**src/rtl/alu_pkg.sv**
```systemverilog
// Shared types and constants for the ALU command issuer and its command FIFO.
package alu_pkg;

    localparam int unsigned ALU_OP_W  = 2;
    localparam int unsigned ALU_IN_W  = 8;
    localparam int unsigned ALU_OUT_W = 16;

    localparam logic [ALU_OUT_W-1:0] ALU_DIV0_RESULT = 16'hFFFF;

    typedef enum logic [ALU_OP_W-1:0] {
        ALU_ADD = 2'd0,
        ALU_SUB = 2'd1,
        ALU_MUL = 2'd2,
        ALU_DIV = 2'd3
    } alu_op_e;

    typedef struct packed {
        alu_op_e               sel;
        logic [ALU_IN_W-1:0]   num1;
        logic [ALU_IN_W-1:0]   num2;
    } alu_cmd_t;

endpackage

```
**src/rtl/alu_cmd_fifo.sv**
```systemverilog
// DEPTH-entry command FIFO; full/empty come from one extra pointer bit.
module alu_cmd_fifo
    import alu_pkg::*;
#(
    parameter int unsigned DEPTH = 4
) (
    input  logic     clk,
    input  logic     reset,
    input  logic     push,
    input  alu_cmd_t din,
    input  logic     pop,
    output alu_cmd_t dout,
    output logic     full,
    output logic     empty
);

    localparam int unsigned AW = $clog2(DEPTH);
    localparam logic [AW:0] PTR_ONE = (AW+1)'(1);

    logic [AW:0] wr_q;
    logic [AW:0] rd_q;
    alu_cmd_t    mem [DEPTH];

    always_ff @(posedge clk) begin
        if (reset) begin
            wr_q <= '0;
            rd_q <= '0;
        end else begin
            if (push) begin
                mem[wr_q[AW-1:0]] <= din;
                wr_q              <= wr_q + PTR_ONE;
            end
            if (pop) begin
                rd_q <= rd_q + PTR_ONE;
            end
        end
    end

    assign dout  = mem[rd_q[AW-1:0]];
    assign empty = (wr_q == rd_q);
    assign full  = (wr_q[AW] != rd_q[AW]) && (wr_q[AW-1:0] == rd_q[AW-1:0]);

endmodule

```
**src/rtl/alu_cmd_issuer.sv**
```systemverilog
// Queues ALU commands, holds operands for a settle window, then returns the captured result.
// Optional macro ALU_DIV_ZERO_CHECK_EN: divide-by-zero commands bypass the ALU and report an error.
module alu_cmd_issuer
    import alu_pkg::*;
#(
    parameter int unsigned DEPTH         = 4,
    parameter int unsigned SETTLE_CYCLES = 2
) (
    input  logic                 clk,
    input  logic                 reset,
    input  logic                 cmd_valid,
    output logic                 cmd_ready,
    input  logic [ALU_OP_W-1:0]  cmd_sel,
    input  logic [ALU_IN_W-1:0]  cmd_num1,
    input  logic [ALU_IN_W-1:0]  cmd_num2,
    output logic [ALU_IN_W-1:0]  alu_num1,
    output logic [ALU_IN_W-1:0]  alu_num2,
    output logic [ALU_OP_W-1:0]  alu_sel,
    output logic                 alu_reset,
    input  logic [ALU_OUT_W-1:0] alu_result,
    output logic                 rsp_valid,
    input  logic                 rsp_ready,
    output logic [ALU_OUT_W-1:0] rsp_result,
    output logic [ALU_OP_W-1:0]  rsp_sel,
    output logic                 rsp_err,
    output logic                 busy
);

    localparam int unsigned CNT_W = (SETTLE_CYCLES > 1) ? $clog2(SETTLE_CYCLES) : 1;
    localparam logic [CNT_W-1:0] CNT_LOAD = CNT_W'(SETTLE_CYCLES - 1);

    typedef enum logic [1:0] {
        IDLE   = 2'd0,
        SETTLE = 2'd1,
        RESP   = 2'd2
    } state_e;

    state_e           state_q;
    state_e           state_d;
    logic [CNT_W-1:0] cnt_q;
    logic [CNT_W-1:0] cnt_d;
    logic             pop;
    logic             capture;
    logic             rsp_clear;
    logic             alu_reset_d;
    logic             div0_q;
    logic             head_div0;
    logic             alive_q;
    logic             push;
    logic             full;
    logic             empty;
    alu_cmd_t         push_cmd;
    alu_cmd_t         head;

    // alive_q keeps cmd_ready low until the first cycle after reset releases
    assign cmd_ready = alive_q && !full;
    assign push      = cmd_valid && cmd_ready;
    assign push_cmd  = '{sel: alu_op_e'(cmd_sel), num1: cmd_num1, num2: cmd_num2};
    assign busy      = (state_q != IDLE) || !empty;

`ifdef ALU_DIV_ZERO_CHECK_EN
    assign head_div0 = (head.sel == ALU_DIV) && (head.num2 == '0);
`else
    assign head_div0 = 1'b0;
`endif

    alu_cmd_fifo #(
        .DEPTH (DEPTH)
    ) u_fifo (
        .clk   (clk),
        .reset (reset),
        .push  (push),
        .din   (push_cmd),
        .pop   (pop),
        .dout  (head),
        .full  (full),
        .empty (empty)
    );

    // Next-state and control decode
    always_comb begin
        state_d     = state_q;
        cnt_d       = cnt_q;
        pop         = 1'b0;
        capture     = 1'b0;
        rsp_clear   = 1'b0;
        alu_reset_d = alu_reset;
        case (state_q)
            IDLE: begin
                alu_reset_d = 1'b1;
                if (!empty) begin
                    pop         = 1'b1;
                    cnt_d       = CNT_LOAD;
                    state_d     = SETTLE;
                    alu_reset_d = head_div0;
                end
            end
            SETTLE: begin
                if (cnt_q != '0) begin
                    cnt_d = CNT_W'(cnt_q - 1'b1);
                end else begin
                    capture = 1'b1;
                    state_d = RESP;
                end
            end
            RESP: begin
                if (rsp_ready) begin
                    rsp_clear = 1'b1;
                    if (!empty) begin
                        pop         = 1'b1;
                        cnt_d       = CNT_LOAD;
                        state_d     = SETTLE;
                        alu_reset_d = head_div0;
                    end else begin
                        state_d     = IDLE;
                        alu_reset_d = 1'b1;
                    end
                end
            end
            default: begin
                state_d     = IDLE;
                alu_reset_d = 1'b1;
            end
        endcase
    end

    always_ff @(posedge clk) begin
        if (reset) begin
            state_q    <= IDLE;
            cnt_q      <= '0;
            alive_q    <= 1'b0;
            alu_num1   <= '0;
            alu_num2   <= '0;
            alu_sel    <= '0;
            alu_reset  <= 1'b1;
            div0_q     <= 1'b0;
            rsp_valid  <= 1'b0;
            rsp_result <= '0;
            rsp_sel    <= '0;
            rsp_err    <= 1'b0;
        end else begin
            state_q   <= state_d;
            cnt_q     <= cnt_d;
            alive_q   <= 1'b1;
            alu_reset <= alu_reset_d;
            if (pop) begin
                alu_num1 <= head.num1;
                alu_num2 <= head.num2;
                alu_sel  <= head.sel;
                div0_q   <= head_div0;
            end
            // A suppressed divide reports the fixed error code instead of the ALU output
            if (capture) begin
                rsp_valid  <= 1'b1;
                rsp_result <= div0_q ? ALU_DIV0_RESULT : alu_result;
                rsp_sel    <= alu_sel;
                rsp_err    <= div0_q;
            end else if (rsp_clear) begin
                rsp_valid  <= 1'b0;
            end
        end
    end

endmodule

```
**config.mk**
```make
export PLATFORM = sky130hd
export DESIGN_NAME = alu_cmd_issuer
export DESIGN_NICKNAME = d
export VERILOG_FILES = /design/src/rtl/alu_pkg.sv /design/src/rtl/alu_cmd_fifo.sv /design/src/rtl/alu_cmd_issuer.sv
export SDC_FILE = /design/constraint.sdc
export NUM_CORES = 1
export LEC_CHECK = 0
export ABC_CLOCK_PERIOD_IN_PS = 3900
export CAP_MARGIN = 15
export CORE_ASPECT_RATIO = 1.75
export CORE_MARGIN = 4
export CORE_UTILIZATION = 49
export CTS_CLUSTER_DIAMETER = 200
export DETAILED_ROUTE_END_ITERATION = 10
export PLACE_DENSITY = 0.75
export SLEW_MARGIN = 30
export SYNTH_ARGS = -nofsm -noshare
export SYNTH_HDL_FRONTEND = slang
export SYNTH_HIERARCHICAL = 1
export SYNTH_SLANG_ARGS = --single-unit
```
**constraint.sdc**
```tcl
create_clock -name clk -period 3.9 [get_ports clk]
set_input_delay 0.585 -clock clk [delete_from_list [all_inputs] [get_ports clk]]
set_output_delay 0.585 -clock clk [all_outputs]
set_load 0.02 [all_outputs]
```
* Word level (Yosys, flattened, before mapping)
Memories as Yosys holds them, arrays and structs flattened. A register that Yosys moved wholly into a read port is not among the register bits.
Index checks and enable logic that the tools add are counted.
** Storage, ports and cells
- Logic and storage cells :: 60
- Register bits after elaboration :: 30
- Memory bits (writable) :: 72
- Input bits :: 38
- Memories kept :: 1
- ROM bits :: 0
- Output and inout bits :: 41
- Latch bits :: 0
** Memories
- u_fifo.mem :: words 4, width 18, read ports 1, clocked after Yosys merged registers in 1, write ports 1, RTL line alu_cmd_fifo.sv:22 : alu_cmd_t mem [DEPTH];
** Operators by class
- $lt $le $gt $ge :: 0
- $mul :: 0
- Add/sub/neg operators :: 3
- Shift operators :: 0
- Reduce and logical (&&, ||, !) cells :: 13
- Divide/modulo/power cells :: 0
- Bitwise gates (word level) :: 1
- Multiplexer cells :: 25
- Equality and inequality tests :: 8
** Operator list (count)
- $mux W1 :: 18
- $add A3 B1 Y3 const B :: 2
- $mux W2 :: 3
- $ne A2 B2 Y1 const B :: 3
- $pmux W1 S3 :: 2
- $pmux W2 S3 :: 1
- $reduce_and A2 Y1 :: 2
- $reduce_bool A2 Y1 :: 2
- $eq A3 B3 Y1 :: 1
- $logic_and A1 B1 Y1 :: 3
- $reduce_and A3 Y1 :: 1
- $reduce_bool A3 Y1 :: 1
- $eq A2 B1 Y1 const B :: 1
- $eq A2 B2 Y1 :: 1
- $eq A2 B2 Y1 const B :: 1
- $logic_not A1 Y1 :: 2
- $logic_not A2 Y1 :: 1
- $pmux W1 S2 :: 1
- $logic_or A1 B1 Y1 :: 1
- $ne A1 B1 Y1 :: 1
- $not A1 Y1 :: 1
- $sub A1 B1 Y1 const B :: 1

* Logic depth before layout (Yosys ltp)
- Word-level depth :: 8
- Gate-level depth with buffers :: 7
- Depth with buffers taken out :: 6

* Cells and area by module
Netlist, hierarchy kept.
** Modules (own cells, without submodules)
- alu_cmd_fifo :: area each 3049.2 um^2, seq. area each 2322.2 um^2, instances 1, cells an instance 137
- alu_cmd_issuer :: area each 1612.8 um^2, seq. area each 840.8 um^2, instances 1, cells an instance 177

* Worst setup path after synthesis
Ideal clock, no wire load.
- Kind :: reg-to-reg
- Start :: reg u_fifo.wr_q[0]
- End :: mem u_fifo/mem[3][0] (netlist bit) (enable)
- Path buffers :: 1
- Library setup time :: 0.392 ns
- Required time :: 3.508 ns
- Setup slack :: 1.270 ns
- Data arrival time :: 2.238 ns
- Clock period less this slack :: 2.630 ns
- Cell stages (with the launch flop) :: 8
- Path through :: dfxtp_1 -> xor2_1 -> nor3_1 -> nor2b_1 -> and2_1 -> clkbuf_1 -> nand2_1 -> nor2_1
** Between the ends
- Cells in the longest elaborated chain, start to end :: 8
** RTL lines
- start, declared :: RTL line alu_cmd_fifo.sv:20 : logic [AW:0] wr_q;
- start signal, assigned :: RTL line alu_cmd_fifo.sv:31 : wr_q <= wr_q + PTR_ONE;
- $eq A2 B2 Y1 :: RTL line alu_cmd_fifo.sv:41 : assign full = (wr_q[AW] != rd_q[AW]) && (wr_q[AW-1:0] == rd_q[AW-1:0]);
- $logic_and A1 B1 Y1 :: RTL line alu_cmd_fifo.sv:41
- named net full :: RTL line alu_cmd_issuer.sv:50 : logic full;
- $logic_not A1 Y1 :: RTL line alu_cmd_issuer.sv:56 : assign cmd_ready = alive_q && !full;
- $logic_and A1 B1 Y1 :: RTL line alu_cmd_issuer.sv:56
- named net cmd_ready :: RTL line alu_cmd_issuer.sv:12 : output logic cmd_ready,
- $logic_and A1 B1 Y1 :: RTL line alu_cmd_issuer.sv:57 : assign push = cmd_valid && cmd_ready;
- named net push :: RTL line alu_cmd_issuer.sv:49 : logic push;
- $mux W1 :: RTL line alu_cmd_fifo.sv:29 : if (push) begin
- $mux W1 :: RTL line alu_cmd_fifo.sv:25 : if (reset) begin
- $mux W1 (implied by the code) :: RTL line alu_cmd_fifo.sv:30 : mem[wr_q[AW-1:0]] <= din;
- end, declared :: RTL line alu_cmd_fifo.sv:22
The timed path passes the listed nets, and every way through them passes these cells.

* Worst setup path after layout
- Start :: reg u_fifo.wr_q[0]
- End :: out busy
** Between the ends
- Cells in the longest elaborated chain, start to end :: 3
** RTL lines
- $eq A3 B3 Y1 :: RTL line alu_cmd_fifo.sv:40 : assign empty = (wr_q == rd_q);
- named net empty :: RTL line alu_cmd_issuer.sv:51 : logic empty;
- $logic_not A1 Y1
- $logic_or A1 B1 Y1 :: RTL line alu_cmd_issuer.sv:59 : assign busy = (state_q != IDLE) || !empty;
- end, declared :: RTL line alu_cmd_issuer.sv:26 : output logic busy
The timed path passes the listed nets, and every way through them passes these cells.

==> reports/metrics.csv <==
metric,value,unit
Worst-Skew Late Latency,410,ps
CP Class,reg2out,
"Seq/Total Area, Yosys",67.8,%
CP Max Fanout,5,
Comb pwr share,24.8,%
H-tree depth reported by CTS,4,
actual slew at the worst max-slew pin,907,ps
remaining antenna violation count after routing,0,
Post-synth ARST share,0,%
crit end category,primary output,
grt total ovfl,0,
"commonest non-fill, non-tap cells in the layout","clkdlybuf4s50_1, edfxtp_1, dfxtp_1, nor2_1, a21oi_1",
Initial DRC Count,114,
FMAX,364,MHz
Max Root-Sink Buffers,2,
min Tclk post-route,2750,ps
Slowest cell on crit path,clkdlybuf4s50_1,
clk slew on worst S/H paths,60,ps
IO buf count,77,
switch share,28.9,%
outcome,finished clean,
CORE AREA,9150,sq um
final hold violations,0,
CTS Sinks,122,
mean post-synth cell area,14.8,sq um
Static Leakage,0.00207,uW
Vias,2769,
gp weighted congestion,0.745,
fin util,66.5,%
Psw,1240,uW
Setup Skew,11.1,ps
die area,11200,sq um
Relative slew margins,39.5,%
internal power,3050,uW
Die Ht,137,um
RSZ-0062 raised after global routing,false,
layout cells sized above 1,13.1,%
# Post-CTS Setup Buffers,0,
vias in the first global route,2825,
vias per inst,5.27,
n_diodes,0,
CP peak stage delay,570,ps
synthesized area,4660,sq um
Initial Utilization,50.9,%
Root Buffer Master,clkbuf_16,
# nets final,435,
data arrival time at the worst-slack endpoint,2160,ps
Post-synth EDFFs,72,
initial antenna violation count,0,
"Primary FF master, synth",edfxtp_1,
largest net degree at the start of global routing,52,
PwrDens,705,nW/um^2
residual DRC count,0,
global-route wire length before repair,14100,um
fin crit share,70.4,%
Clk network pwr share,36.2,%
synthesized instance count,314,
Yosys reg bits,122,
Slew Limit Fails,0,
# resized after CTS,0,
Die Width,81.7,um
area added between synthesis and finish,30.5,%
Reg power frac,39.0,%
standard-cell row count,46,
CTS Hold Bufs,0,
Total GRT Usage,17.5,%
IO Count,79,
max cap viols,0,
Worst Setup Start Kind,flop,
HP Class,reg2reg,
"IR drop worst, VDD",0.000450,V
Setup Viol. Count Final,0,
CTS tree,built,
synthesized net count,357,
CP Cell Sequence,"xor2_1, nor3b_1, nand3_1, clkdlybuf4s50_1",
drt pass-1 iters,4,
clock buffer count from CTS,17,
yosys warns,6,
dpl hpwl,5890,um
post-synthesis cell type count,36,
WL per Instance,17.1,um
TNS Setup,0,ps
"most common cell after layout, fill and taps aside",clkdlybuf4s50_1,
WL final,8980,um
critical path required time,3310,ps
through the flow:
step                      setup slack [ps]  area, sq um  instances  hold slack, ps  power [uW]
after global placement                1230         5460        492             457        2720
after detailed placement              1160         5480        493             461        2760
after CTS                             1120         6080        525             469        4330
after global routing                   961         6080        525             492        4490
final                                 1150         6080        525             469        4290
after floorplan                       1270         4660        314             491        2370
worst paths after layout:
kind	startpoint	endpoint	slack, ps	depth (start not counted)
worst max register to register	u_fifo/wr_q[1]	u_fifo/mem[1][15]	1330	6
worst min register to register	rsp_valid	rsp_valid	470	2
worst min-delay path	rsp_valid	rsp_valid	470	2
worst max-delay path	u_fifo/wr_q[0]	busy	1150	4
cell families after synthesis:
kind of cell             Yosys count  share of synthesized area, %
other                              1                        0.0804
adder cells (fa/ha/maj)            5                          1.34
XOR/XNOR                           5                         0.940
flip-flops                       122                          67.8
multiplexers                      38                          13.6
AO/OA/AOI/OAI                     49                          5.77
AND/OR/NAND/NOR                   67                          6.98
buffers and inverters             27                          3.41
cells in the mapped netlist (all sizes together), types with 2 or more instances:
library cell / count / share of area [%]
nor2b: 3 / 0.40
inv: 6 / 0.48
edfxtp: 72 / 46
mux4: 18 / 9.3
ha: 5 / 1.3
mux2i: 20 / 4.3
nor3b: 2 / 0.43
nor2: 29 / 2.4
nand2: 4 / 0.32
xnor2: 3 / 0.56
nand3: 19 / 2.0
xor2: 2 / 0.38
and2: 4 / 0.54
a21bo: 2 / 0.43
nand3b: 2 / 0.32
a21oi: 23 / 2.5
a211oi: 2 / 0.32
clkbuf: 12 / 0.99
dfxtp: 50 / 21
o21ai: 19 / 2.0
buf: 9 / 1.9
flip-flops by register name, summed over array words and instances (netlist names), named ones only:
signal / flops
alive_q: 1
alu_num1: 8
alu_num2: 8
alu_reset: 1
alu_sel: 2
cnt_q: 1
rsp_result: 16
rsp_sel: 2
rsp_valid: 1
state_q: 2
u_fifo/mem: 72
u_fifo/rd_q: 3
u_fifo/wr_q: 3
critical path: cells and delay by family, from the launching register on:
family                    cells  cell delay [ps]
and+or+nand+nor               2              630
buffers and inverters         1              570
DFF                           1              440
xor gates and xnor gates      1              120
power groups by stage:
stage          Clock (uW)  Combinational [uW]  Sequential (uW)
2_1_floorplan           0                 596             1770
3_3_place_gp            0                1040             1690
6_report             1550                1060             1670
5_1_grt              1650                1150             1690
3_5_place_dp            0                1070             1700
4_1_cts              1580                1070             1670
per-layer routing:
layer | wire (um) | vias up | GRT usage, %
li1 | - | 1328 | -
met1 | 3290 | 1335 | 18.2
met2 | 4940 | 93 | 30.1
met3 | 553 | 13 | 5.60
met4 | 197 | 0 | 9.98
met5 | 0 | - | 0
final cells by class:
| class | instances | area (sq um) |
|---|---|---|
| inverters | 6 | 22.5 |
| clock buffers | 17 | 425 |
| flip-flops and latches | 122 | 3160 |
| well taps | 120 | 150 |
| fillers | 627 | 3070 |
| clock inverters | 15 | 178 |
| multi-input cells | 165 | 1350 |
| repair buffers | 80 | 796 |
Note: power is estimated with default switching activity, not from simulation.
